### config.mk
export PLATFORM = sky130hd
export DESIGN_NAME = stream_demux
export DESIGN_NICKNAME = d
export VERILOG_FILES = /design/src/rtl/stream_pkg.sv /design/src/rtl/stream_slot.sv /design/src/rtl/stream_demux.sv
export SDC_FILE = /design/constraint.sdc
export NUM_CORES = 1
export LEC_CHECK = 0
export BUFFER_PORTS_ARGS = -buffer_cell sky130_fd_sc_hd__buf_4
export CORE_ASPECT_RATIO = 2
export CORE_MARGIN = 3
export CORE_UTILIZATION = 46
export DETAILED_ROUTE_END_ITERATION = 7
export PLACE_DENSITY = 0.84
export SLEW_MARGIN = 20
export SYNTH_ARGS = -nofsm -noshare
export SYNTH_HDL_FRONTEND = slang
export SYNTH_SLANG_ARGS = --single-unit
### constraint.sdc
create_clock -name clk -period 1.5 [get_ports clk]
set_input_delay 0.075 -clock clk [delete_from_list [all_inputs] [get_ports clk]]
set_output_delay 0.075 -clock clk [all_outputs]
set_load 0.01 [all_outputs]
### src/rtl/stream_pkg.sv
// Shared types and helpers for the stream building-block library.
package stream_pkg;

  // Width of each per-output transfer counter.
  localparam int unsigned XFER_W = 32;

  // Handshake pair, convenient for benches that bundle valid/ready.
  typedef struct packed {
    logic valid;
    logic ready;
  } hs_t;

  // Select width for n outputs; never narrower than one bit.
  function automatic int unsigned sel_width(input int unsigned n);
    return (n > 1) ? $clog2(n) : 1;
  endfunction

endpackage

### src/rtl/stream_slot.sv
// One-entry pipeline register for a valid/ready stream.
module stream_slot #(
  parameter int unsigned WIDTH = 32
) (
  input  logic             clk,
  input  logic             rst_n,
  input  logic             load,
  input  logic [WIDTH-1:0] data_in,
  input  logic             out_ready,
  output logic             can_load,
  output logic             valid_q,
  output logic [WIDTH-1:0] data_q,
  output logic             fire
);

  // The slot can take a beat when empty or when its current beat leaves this cycle.
  assign can_load = !valid_q || out_ready;
  assign fire     = valid_q && out_ready;

  // A load wins over a drain so a simultaneous handshake+load keeps the slot full.
  always_ff @(posedge clk or negedge rst_n) begin
    if (!rst_n) begin
      valid_q <= 1'b0;
      data_q  <= '0;
    end else if (load) begin
      valid_q <= 1'b1;
      data_q  <= data_in;
    end else if (fire) begin
      valid_q <= 1'b0;
    end
  end

endmodule

### src/rtl/stream_demux.sv
// Registered 1-to-N stream demultiplexer with drop and transfer counters.
module stream_demux
  import stream_pkg::*;
#(
  parameter int unsigned WIDTH  = 32,
  parameter int unsigned N_OUT  = 2,
  parameter int unsigned DROP_W = 16,
  localparam int unsigned SEL_W = sel_width(N_OUT)
) (
  input  logic                    clk,
  input  logic                    rst_n,
  input  logic                    in_valid,
  output logic                    in_ready,
  input  logic [WIDTH-1:0]        in_data,
  input  logic [SEL_W-1:0]        in_sel,
  output logic [N_OUT-1:0]        out_valid,
  input  logic [N_OUT-1:0]        out_ready,
  output logic [N_OUT*WIDTH-1:0]  out_data,
  output logic [DROP_W-1:0]       drop_count,
  output logic [N_OUT*XFER_W-1:0] xfer_count
);

  logic [N_OUT-1:0]  load;
  logic [N_OUT-1:0]  can_load;
  logic [N_OUT-1:0]  fire;
  logic              sel_ok;
  logic              accept;
  logic              drop;
  logic [DROP_W-1:0] drop_q;
  logic [XFER_W-1:0] xfer_q [N_OUT];

  // Ready follows the selected slot; out-of-range selects are always accepted (and dropped).
  always_comb begin
    in_ready = 1'b1;
    sel_ok   = 1'b0;
    for (int i = 0; i < N_OUT; i++) begin
      if (in_sel == SEL_W'(i)) begin
        sel_ok   = 1'b1;
        in_ready = can_load[i];
      end
    end
  end

  assign accept = in_valid && in_ready;
  assign drop   = accept && !sel_ok;

  // Decode the accepted beat to a single slot load.
  always_comb begin
    load = '0;
    for (int i = 0; i < N_OUT; i++) begin
      load[i] = accept && (in_sel == SEL_W'(i));
    end
  end

  for (genvar g = 0; g < N_OUT; g++) begin : g_slot
    stream_slot #(
      .WIDTH(WIDTH)
    ) u_slot (
      .clk      (clk),
      .rst_n    (rst_n),
      .load     (load[g]),
      .data_in  (in_data),
      .out_ready(out_ready[g]),
      .can_load (can_load[g]),
      .valid_q  (out_valid[g]),
      .data_q   (out_data[g*WIDTH +: WIDTH]),
      .fire     (fire[g])
    );

    assign xfer_count[g*XFER_W +: XFER_W] = xfer_q[g];
  end

  // Saturating count of beats discarded for a bad select.
  always_ff @(posedge clk or negedge rst_n) begin
    if (!rst_n) begin
      drop_q <= '0;
    end else if (drop && (drop_q != '1)) begin
      drop_q <= drop_q + 1'b1;
    end
  end

  assign drop_count = drop_q;

  // Per-output handshake counters, wrapping; only written on a handshake.
  always_ff @(posedge clk or negedge rst_n) begin
    if (!rst_n) begin
      for (int i = 0; i < N_OUT; i++) begin
        xfer_q[i] <= '0;
      end
    end else begin
      for (int i = 0; i < N_OUT; i++) begin
        if (fire[i]) begin
          xfer_q[i] <= xfer_q[i] + 1'b1;
        end
      end
    end
  end

endmodule

==> results.toml <==
[outcome]
status = "complete, but fails checks"
violations = "negative setup slack"

[final_layout]
seqCellArea_um2 = 3260
multi_input_area_um2 = 2540
fillers = 690
diodes = 0
finish.utilization_pct = 76.8
drive_above_1_share_pct = 55.3
syn2layout_area_growth_pct = 62.0
fin_nets = 760

[worst_hold_path]
hold_start = "in_sel"
hold_path_class = "in2reg"

[floorplanning]
initial_core_util_pct = 47.4
core_area_um2 = 11800
rows = 56
io_pins = 185
chipWidth_um = 83.9
dieArea_um2 = 13600
fp.dieH_um = 162

[clock_tree]
cts_sinks = 130
cts_buffers = 17
cts-root-buf = "clkbuf_16"
clock_path_buffers = 2
cts.htree.levels = 4
clk_pin_slew_ps = 60
cts_tree = "yes"
insertion_delay_ps = 410

[yosys]
synth-simple-area-share_pct = 14.0
synthXorXnorAreaFrac_pct = 9.73
syn_area_um2 = 5580
ys_seq_elements = 130
muxShareOfSynthArea_pct = 13.5
ys_warn_count = 0
netlist_instances = 424
synth_adder_area_share_pct = 0.449
synth_top_area_share_pct = 58.3
syn_area_per_cell_um2 = 13.2
synthDistinctLibCells = 34
synth-compound-area-share_pct = 0
yosysTopAreaCell = "dfrtp_1"
synthTopCellsByArea = "dfrtp_1 58%, mux2_2 13%, xnor2_1 7.7%"
synth_sequential_area_ratio_pct = 58.3
synth_top_family_by_area = "simple AND/OR/NAND/NOR gates"

[sta]
hold_viol_final = 0
finalSetupTns_ps = -3290
finalCritPeriodShare_pct = 112
min_period_ps = 1680
tightestPinTransition_ps = 699
worst_hold_slack_ps = 291
setup_viol = 44
slew_viol_final = 0
relSlewSlack_pct = 53.4
fmax_mhz = 594
clock_skew_ps = 11.2
setup_ws_ps = -182
rsz0062_at_grt = "true"

[drt]
firstDrtPassIters = 5
drt_iter0_drc = 162
vias = 4595
viasPerCell = 5.23
postRouteAntennaNets = 0
finalWirelength_mm = 17.0
wl_per_cell_um = 19.3
drc_errors = 0

[setup_path]
worstPathArrival_ps = 1980
slowest_delay_ps = 390
crit_start = "xfer_count[1]"
crit_chain = "ha_4 -> nand4_1 -> nor4_4 -> buf_6 -> nand4_1 -> xnor2_1"
critPathKind = "reg2reg"
crit_slowest_cell = "dfrtp_2"
start_kind = "flip-flop"
endpoint_kind = "flip-flop"
crit_fanout = 5
cp_common_cell = "nand4_1"
r2r-start = "xfer_count[1]"
crit_required_ps = 1800

[grt]
antenna_found_initial = 0
grt_pass1_vias = 5018
grtUsageTotal_pct = 22.6
grt_overflow = 0
grt_max_degree = 131
grt_first_pass_wirelength_mm = 24.3

[placed_design]
dp_hpwl_mm = 10.5
portBuffers = 168
place_congestion = 0.838

[flow_run]
drv_cap = 0

[pwr]
vdd_drop_max_mv = 1.14
leakagePower_nw = 4.48
power_density_nw_per_um2 = 1240
## power breakdown
part / leakage [nW] / internal [W] / switching (W)
Combinational: 2.55 / 0.00150 / 0.00114
Clock: 0.298 / 0.00268 / 0.00159
Sequential: 1.63 / 0.00399 / 0.000317
## logic make-up after synthesis
group,after synthesis
multiplexers,67
other,1
buffers and inverters,36
flip-flops,130
adder cells (fa/ha/maj),2
AND/OR/NAND/NOR,126
XOR/XNOR,62
## cell type report
| type | instances | share of cell area, % |
|---|---|---|
| Timing Repair Buffer | 291 | 26.7 |
| Inverter | 6 | 0.249 |
| Multi-Input combinational cell | 274 | 28.1 |
| Clock inverter | 14 | 1.95 |
| Tap cell | 145 | 2.01 |
| Clock buffer | 18 | 4.86 |
| Sequential cell | 130 | 36.1 |
## through the flow
stage | area (µm²) | instances | power (W) | setup WS [ps]
floorplan | 5690 | 439 | 0.00527 | -166
global placement | 7480 | 790 | 0.00656 | -39.2
detailed placement | 7480 | 790 | 0.00667 | -99.4
CTS | 8540 | 861 | 0.0110 | -84.4
global route | 9040 | 878 | 0.0116 | -276
finish | 9040 | 878 | 0.0112 | -182
## timing repair
item                                   CTS  global route
gates cloned                             1             6
endpoints found under the hold margin  197             0
buffers inserted                         3            12
hold buffers                            37             0
setup endpoints to repair               34            67
pin swaps                               12            26
gates resized for setup                 13            73
## synth_stat cells (all sizes together)
library cell / n
or3: 1
and2: 2
nand4: 22
and4: 9
nor4: 8
mux2: 67
nor2b: 2
inv: 6
nor4b: 1
nor3b: 1
nor2: 9
nand4b: 2
dfrtp: 130
buf: 27
nand2b: 2
nand3b: 1
nand2: 24
and3b: 1
or2: 1
nand3: 26
xor2: 13
xnor2: 49
conb: 1
and3: 9
clkbuf: 3
ha: 2
nor3: 5
## worst max-delay path, delay by kind of cell, from the launching register on
kind | cells | cell delay [ps]
DFF | 1 | 390
buffers and inverters | 1 | 180
xor gates and xnor gates | 1 | 160
and+or+nand+nor | 3 | 700
adders and majority gates | 1 | 130
## flip-flops by register name, summed over array words and instances, names as in the netlist
signal                 cells
g_slot.u_slot.data_q      64
g_slot.u_slot.valid_q      2
xfer_count                64
## per-layer routing
| layer | wire length (µm) | vias to the layer above | global-route usage (%) |
|---|---|---|---|
| met1 | 5610 | 2315 | 21.5 |
| li1 | - | 2054 | - |
| met2 | 9890 | 184 | 42.8 |
| met4 | 610 | 0 | 12.2 |
| met3 | 864 | 42 | 6.29 |
| met5 | 0 | - | 0 |
## layout by cell type (no fill, tap or decap), drive strengths merged
master / instances
and2: 2
nor2: 9
mux2: 67
nand4b: 2
ha: 2
conb: 16
inv: 10
nand3b: 1
and3b: 1
nand2b: 2
clkbuf: 20
nand3: 26
and4: 9
xnor2: 49
bufinv: 3
and3: 9
or3: 2
dlygate4sd3: 37
nand4: 22
buf: 252
nor3b: 1
nor4: 8
nor2b: 2
dfrtp: 130
nor3: 5
clkinv: 5
nand2: 24
or2: 1
clkinvlp: 2
nor4b: 1
xor2: 13
## path summary, 6_finish.rpt
path / endpoint / depth (start not counted) / slack [ps]
worst max-delay path: xfer_count[28] / 6 / -180
worst max register to register: xfer_count[28] / 6 / -180
worst min register to register: xfer_count[28] / 1 / 490
max in group asynchronous: xfer_count[39] / 3 / 630
min in group asynchronous: xfer_count[47] / 3 / 310
worst min-delay path: g_slot[0].u_slot.valid_q / 5 / 290
Note: power is estimated with default switching activity, not from simulation.
